$ cat src/rtl/divider_scheduler_pkg.sv
`default_nettype none
// ============================================================================
// Module   : divider_scheduler_pkg
// Brief    : Shared state encoding and constants for the divider scheduler.
// Revision : 1.0 - initial release
// ============================================================================
package divider_scheduler_pkg;

  // Scheduler FSM states
  typedef enum logic [1:0] {
    IDLE = 2'd0,
    BUSY = 2'd1,
    DONE = 2'd2
  } state_e;

  // Divide-by-zero result; callers slice off the low WIDTH bits (all ones)
  localparam logic [63:0] DIV0_ONES = '1;

endpackage : divider_scheduler_pkg
`default_nettype wire

$ cat src/rtl/divider_scheduler_rr_pick.sv
`default_nettype none
// ============================================================================
// Module   : divider_scheduler_rr_pick
// Brief    : Combinational round-robin picker. Searches req_i upward from
//            ptr_i, wrapping modulo NREQ, and reports the first set bit.
// Revision : 1.0 - initial release
// ============================================================================
module divider_scheduler_rr_pick #(
  parameter int NREQ  = 4,
  parameter int PTR_W = 2
) (
  input  logic [NREQ-1:0]  req_i,
  input  logic [PTR_W-1:0] ptr_i,
  output logic [PTR_W-1:0] winner_o,
  output logic             found_o
);

  // One extra bit so ptr + offset cannot overflow before the wrap
  logic [PTR_W:0] idx;

  // Priority scan starting at ptr_i; the first hit wins
  always_comb begin
    winner_o = '0;
    found_o  = 1'b0;
    idx      = '0;
    for (int i = 0; i < NREQ; i++) begin
      idx = {1'b0, ptr_i} + (PTR_W+1)'(i);
      // ptr_i < NREQ, so one subtraction is enough to wrap
      if (idx >= (PTR_W+1)'(NREQ)) begin
        idx = idx - (PTR_W+1)'(NREQ);
      end
      if (!found_o && req_i[idx[PTR_W-1:0]]) begin
        found_o  = 1'b1;
        winner_o = idx[PTR_W-1:0];
      end
    end
  end

endmodule : divider_scheduler_rr_pick
`default_nettype wire

$ cat src/rtl/divider_scheduler.sv
`default_nettype none
// ============================================================================
// Module   : divider_scheduler
// Brief    : Time-shares one fixed-latency divider among NREQ requesters
//            with round-robin grant. Divide-by-zero bypasses the divider
//            and returns all ones. Completion is a one-hot, one-cycle pulse.
// Revision : 1.0 - initial release
// ============================================================================
module divider_scheduler
  import divider_scheduler_pkg::*;
#(
  parameter int WIDTH       = 8,
  parameter int NREQ        = 4,
  parameter int DIV_LATENCY = 8
) (
  input  logic                   clock,
  input  logic                   reset_n,
  input  logic [NREQ-1:0]        req,
  input  logic [NREQ*WIDTH-1:0]  req_a,
  input  logic [NREQ*WIDTH-1:0]  req_b,
  output logic [NREQ-1:0]        done,
  output logic [WIDTH-1:0]       res_q,
  output logic                   busy,
  output logic [WIDTH-1:0]       div_a,
  output logic [WIDTH-1:0]       div_b,
  input  logic [WIDTH-1:0]       div_q
);

  localparam int PTR_W = $clog2(NREQ);
  localparam int CNT_W = (DIV_LATENCY > 1) ? $clog2(DIV_LATENCY) : 1;

  localparam logic [NREQ-1:0]  ONE_HOT   = NREQ'(1);
  localparam logic [CNT_W-1:0] CNT_LAST  = CNT_W'(DIV_LATENCY - 1);
  localparam logic [PTR_W-1:0] PTR_LAST  = PTR_W'(NREQ - 1);
  localparam logic [WIDTH-1:0] RES_DIV0  = DIV0_ONES[WIDTH-1:0];

  state_e             state_q;
  logic [PTR_W-1:0]   ptr_q;
  logic [PTR_W-1:0]   id_q;
  logic [CNT_W-1:0]   cnt_q;
  logic [NREQ-1:0]    done_q;
  logic               busy_q;
  logic [WIDTH-1:0]   div_a_q;
  logic [WIDTH-1:0]   div_b_q;

  logic [PTR_W-1:0]   winner;
  logic               found;
  logic [WIDTH-1:0]   sel_a;
  logic [WIDTH-1:0]   sel_b;

  divider_scheduler_rr_pick #(
    .NREQ  (NREQ),
    .PTR_W (PTR_W)
  ) u_rr_pick (
    .req_i    (req),
    .ptr_i    (ptr_q),
    .winner_o (winner),
    .found_o  (found)
  );

  // Operands of the current round-robin winner
  assign sel_a = req_a[winner*WIDTH +: WIDTH];
  assign sel_b = req_b[winner*WIDTH +: WIDTH];

  assign done  = done_q;
  assign busy  = busy_q;
  assign div_a = div_a_q;
  assign div_b = div_b_q;

  // Scheduler FSM: grant, wait out the divider latency, pulse done
  always_ff @(posedge clock or negedge reset_n) begin
    if (!reset_n) begin
      state_q <= IDLE;
      ptr_q   <= '0;
      id_q    <= '0;
      cnt_q   <= '0;
      done_q  <= '0;
      busy_q  <= 1'b0;
      res_q   <= '0;
      div_a_q <= '0;
      div_b_q <= '0;
    end else begin
      // done is a single-cycle pulse unless re-armed below
      done_q <= '0;
      unique case (state_q)
        IDLE: begin
          if (found) begin
            id_q   <= winner;
            ptr_q  <= (winner == PTR_LAST) ? '0 : winner + 1'b1;
            busy_q <= 1'b1;
            if (sel_b == '0) begin
              // Zero divisor: answer immediately, leave the divider alone
              res_q   <= RES_DIV0;
              done_q  <= ONE_HOT << winner;
              state_q <= DONE;
            end else begin
              div_a_q <= sel_a;
              div_b_q <= sel_b;
              cnt_q   <= '0;
              state_q <= BUSY;
            end
          end
        end
        BUSY: begin
          cnt_q <= cnt_q + 1'b1;
          if (cnt_q == CNT_LAST) begin
            res_q   <= div_q;
            done_q  <= ONE_HOT << id_q;
            state_q <= DONE;
          end
        end
        DONE: begin
          busy_q  <= 1'b0;
          state_q <= IDLE;
        end
        default: begin
          busy_q  <= 1'b0;
          state_q <= IDLE;
        end
      endcase
    end
  end

endmodule : divider_scheduler
`default_nettype wire

$ cat config.mk
export PLATFORM = sky130hd
export DESIGN_NAME = divider_scheduler
export DESIGN_NICKNAME = d
export VERILOG_FILES = /design/src/rtl/divider_scheduler_pkg.sv /design/src/rtl/divider_scheduler_rr_pick.sv /design/src/rtl/divider_scheduler.sv
export SDC_FILE = /design/constraint.sdc
export NUM_CORES = 1
export LEC_CHECK = 0
export CAP_MARGIN = 10
export CORE_MARGIN = 2
export CORE_UTILIZATION = 44
export CTS_BUF_LIST = sky130_fd_sc_hd__clkbuf_4 sky130_fd_sc_hd__clkbuf_8
export CTS_CLUSTER_DIAMETER = 60
export DETAILED_ROUTE_END_ITERATION = 6
export PLACE_DENSITY_LB_ADDON = 0.25
export RECOVER_POWER = 100
export SETUP_SLACK_MARGIN = 0.3
export SYNTH_ARGS = -nofsm -noshare
export SYNTH_HDL_FRONTEND = slang
export SYNTH_SLANG_ARGS = --single-unit
$ cat constraint.sdc
create_clock -name clock -period 3 [get_ports clock]
set_clock_uncertainty 0.15 [all_clocks]
set_input_delay 0.9 -clock clock [delete_from_list [all_inputs] [get_ports clock]]
set_output_delay 0.9 -clock clock [all_outputs]
set_load 0.02 [all_outputs]
==> results_dict.tcl, run 1 <==
set metrics [dict create \
    outcome "finished, violations left" \
    failed_checks "max-capacitance violations, max-slew violations, negative setup slack" \
    crit_fanout 6 \
    cts.sinks 38 \
    post_drt_wl_per_cell_um 17.4 \
    cp_num_cells 11 \
    clockPowerShare_pct 12.9 \
    power_leakage_uw 0.00193 \
    synth_common_cells "nand2_1 (51), dfrtp_1 (38), and3_1 (20)" \
    netlist.area_leader.share_pct 38.2 \
    drc 0 \
    cp_cell_sequence "buf_6 -> nor2b_4 -> or4b_4 -> buf_6 -> and3_4 -> o32a_1 -> nor4_4 -> a21oi_4 -> buf_6 -> buf_6 -> mux2_4" \
    worstMarginPinSlew_ns 1.97 \
    setup_tns_ns -5.66 \
    synth_flop_cell "dfrtp_1" \
    synth_edf_count 0 \
    final_nets 507 \
    synthArstFlopShare_pct 100 \
    critPathLaunchType "input pin" \
    fp.coreArea_um2 5470 \
    synth.most_common_cell "nand2_1" \
    portBuffers 106 \
    cts_max_level 2 \
    cts_made_buffers 5 \
    syn-num-nets 363 \
    grt_setup_unrepaired "true" \
    vdd_drop_max_uv 588 \
    hold_path.class "flip-flop to flip-flop" \
    seqPwrFrac_pct 22.4 \
    syn_to_final_growth_pct 74.1 \
    dieHeight_um 79.2 \
    fp.dieW_um 79.2 \
    drive_above_1_share_pct 26.4 \
    insertion_delay_ns 0.29 \
    initial_utilization_pct 45.5 \
    track_usage_pct 26.2 \
    path_delay_family "simple AND/OR/NAND/NOR gates" \
    viasPerCell 5.71 \
    sw_frac_of_total_pct 40.8 \
    clk_path_buf_depth 2 \
    slowest_delay_ns 0.59 \
    maxSlewHeadroom_pct -31.4 \
    netlist_instances 279 \
    antenna_found_initial 0 \
    die_area_um2 6270 \
    setup_viol 33 \
    cp_common_cell "buf_6" \
    antenna_cells 0 \
    ff2ff_path_depth 10 \
    dp_hpwl_um 5490 \
    p_per_area_nw_per_um2 965 \
    grt_max_degree 39 \
    gp_congestion 0.854 \
    grt_pass1_vias 2743 \
    critPathCaptureType "flip-flop" \
    ys_ff_latch 38 \
    critPathBufInv 4 \
    period_share_pct 109 \
    nFillCells 364 \
    fin_ws_ns -0.260 \
    synth_area_um2 2490 \
    crit_type "input pin to flip-flop" \
    cts-root-buf "clkbuf_8" \
    yosys.area.top_type "dfrtp_1" \
    cts_tree "yes" \
    finalHoldViolCount 0 \
    startpoint "req[2]" \
    drtAntennaViolNets 0 \
    synth_cell_types 42 \
    slew_viol_final 39 \
    via_count 2830 \
    required_ns 3.03 \
    fin_util_pct 79.1 \
    drtIter0Drc 181 \
    cpMaxStageDelayCell "or4b_4" \
    regToRegSetupSlack_ns -0.05 \
    p_sw_uw 1700 \
    grt_pass1_wl_um 12900 \
    cap_violations 1 \
    wl_um 8650 \
    io-pin-count 107 \
    finalCriticalPeriod_ns 3.26 \
    ys_warn_count 0 \
    r2r-end "div_b[0]" \
    grt_overflow_total 0 \
    synth.avg_cell_area_um2 8.92 \
    endpoint "div_b[0]" \
    p_comb_share_pct 64.7 \
    yosysSeqAreaShare_pct 38.2 \
    path_clk_slew_ns 0.09 \
    internal_power_uw 2470 \
    max_freq_mhz 307 \
    arrival_ns 3.29 \
    netlist_top_cells_area "dfrtp_1 (38%), nand2_1 (7.7%), mux2_4 (7.2%)" \
    dp_slack_ns -0.932 \
    rows 27 \
    dr.pass1.iters 4 \
    r2r-start "ptr_q[0]" \
]
-- power groups by stage --
stage                     Clock [uW]  Sequential, uW  Combinational [uW]
after floorplan                    0            1110                1290
after global placement             0             916                2310
after detailed placement           0             921                2360
after CTS                        527             927                2600
after global routing             564             966                2890
final                            539             938                2700
-- cells in the final DEF, fill, tap and decap left out, types with 3 or more instances in the layout --
| cell type | count |
|---|---|
| clkdlybuf4s50_1 | 84 |
| nand2_1 | 50 |
| dfrtp_1 | 38 |
| buf_4 | 36 |
| inv_1 | 18 |
| dlygate4sd3_1 | 17 |
| and3_1 | 15 |
| mux2_4 | 12 |
| buf_6 | 10 |
| nor4_1 | 9 |
| o22ai_1 | 9 |
| nor3b_1 | 8 |
| a31oi_1 | 8 |
| a21oi_1 | 7 |
| o21ai_0 | 6 |
| a221o_1 | 6 |
| ha_1 | 6 |
| nand3_1 | 5 |
| and3_4 | 5 |
| a21boi_1 | 5 |
| o32ai_2 | 5 |
| clkbuf_8 | 5 |
| nor2b_4 | 4 |
| mux2i_1 | 4 |
| a21oi_2 | 3 |
| o21ai_2 | 3 |
-- worst reg2reg max path, cell delays in order, from the launching register on --
cell and delay (ns):
dfrtp_1 0.53, nor2b_4 0.09, or4b_4 0.59, buf_6 0.16
and3_4 0.16, o32a_1 0.22, nor4_4 0.35, a21oi_4 0.14
buf_6 0.14, buf_6 0.10, mux2_4 0.29
-- sequential cells by signal, summed over array words and instances (netlist names) --
name / count
done: 4
state_q: 2
cnt_q: 3
div_b: 8
id_q: 2
res_q: 8
busy: 1
ptr_q: 2
div_a: 8
-- cell type report --
cell class / instances / area (um2) / share of cell area [%]
clock inverters: 3 / 68.8 / 1.59
well taps: 72 / 90.1 / 2.08
clock buffers: 5 / 68.8 / 1.59
repair buffers: 155 / 1480 / 34.2
multi-input cells: 203 / 1590 / 36.8
inverters: 20 / 77.6 / 1.79
flip-flops and latches: 38 / 951 / 22.0
-- through the flow --
stage	power [uW]	cell area (um2)	instances	hold slack [ns]
5_1_grt	4420	4330	496	0.383
3_5_place_dp	3280	3870	469	0.346
6_report	4180	4330	496	0.365
2_1_floorplan	2400	2610	279	0.319
4_1_cts	4060	4220	493	0.375
3_3_place_gp	3220	3870	469	0.345
-- how the worst min path moves through the flow --
stage / startpoint / to / slack (ns) / depth (start not counted)
CTS: div_a[0] / div_a[0] / 0.38 / 1
floorplan: id_q[1] / done[1] / 0.32 / 1
finish: div_a[0] / div_a[0] / 0.37 / 1
global placement: div_a[6] / div_a[6] / 0.34 / 1
global route: div_a[4] / div_a[4] / 0.38 / 1
detailed placement: div_a[4] / div_a[4] / 0.35 / 1
-- logic make-up (layout without fill, tap and decap cells) --
logic type / after synthesis / after routing / share of synthesized area [%]
simple gates: 110 / 111 / 23.2
compound gates: 68 / 68 / 19.1
buf+inv: 39 / 183 / 6.69
flops: 38 / 38 / 38.2
mux: 18 / 18 / 9.76
fa+ha+maj: 6 / 6 / 3.02
-- routing by layer --
metal  up-vias  wire length (um)  track usage, %
met1      1384              3430            31.9
met3        25               485            5.34
li1       1304                 -               -
met5         -                 0               0
met4         0               260            9.48
met2       117              4470            45.6
-- repair_timing --
| action | in CTS | in global routing |
|---|---|---|
| hold buffers | 0 | 0 |
| pin swaps | 10 | 9 |
| buffers inserted | 14 | 2 |
| cloned | 2 | 1 |
| setup endpoints to repair | 35 | 33 |
| resized for setup | 47 | 23 |
| hold endpoints to repair | 0 | 0 |
No activity file was read; power rests on OpenSTA's default activity.
==> run 2, diff against run 1 <==
ABC_AREA = 0   (was default)
==> results of run 2 <==
Final layout, timing and power as in run 1 (identical DEF).
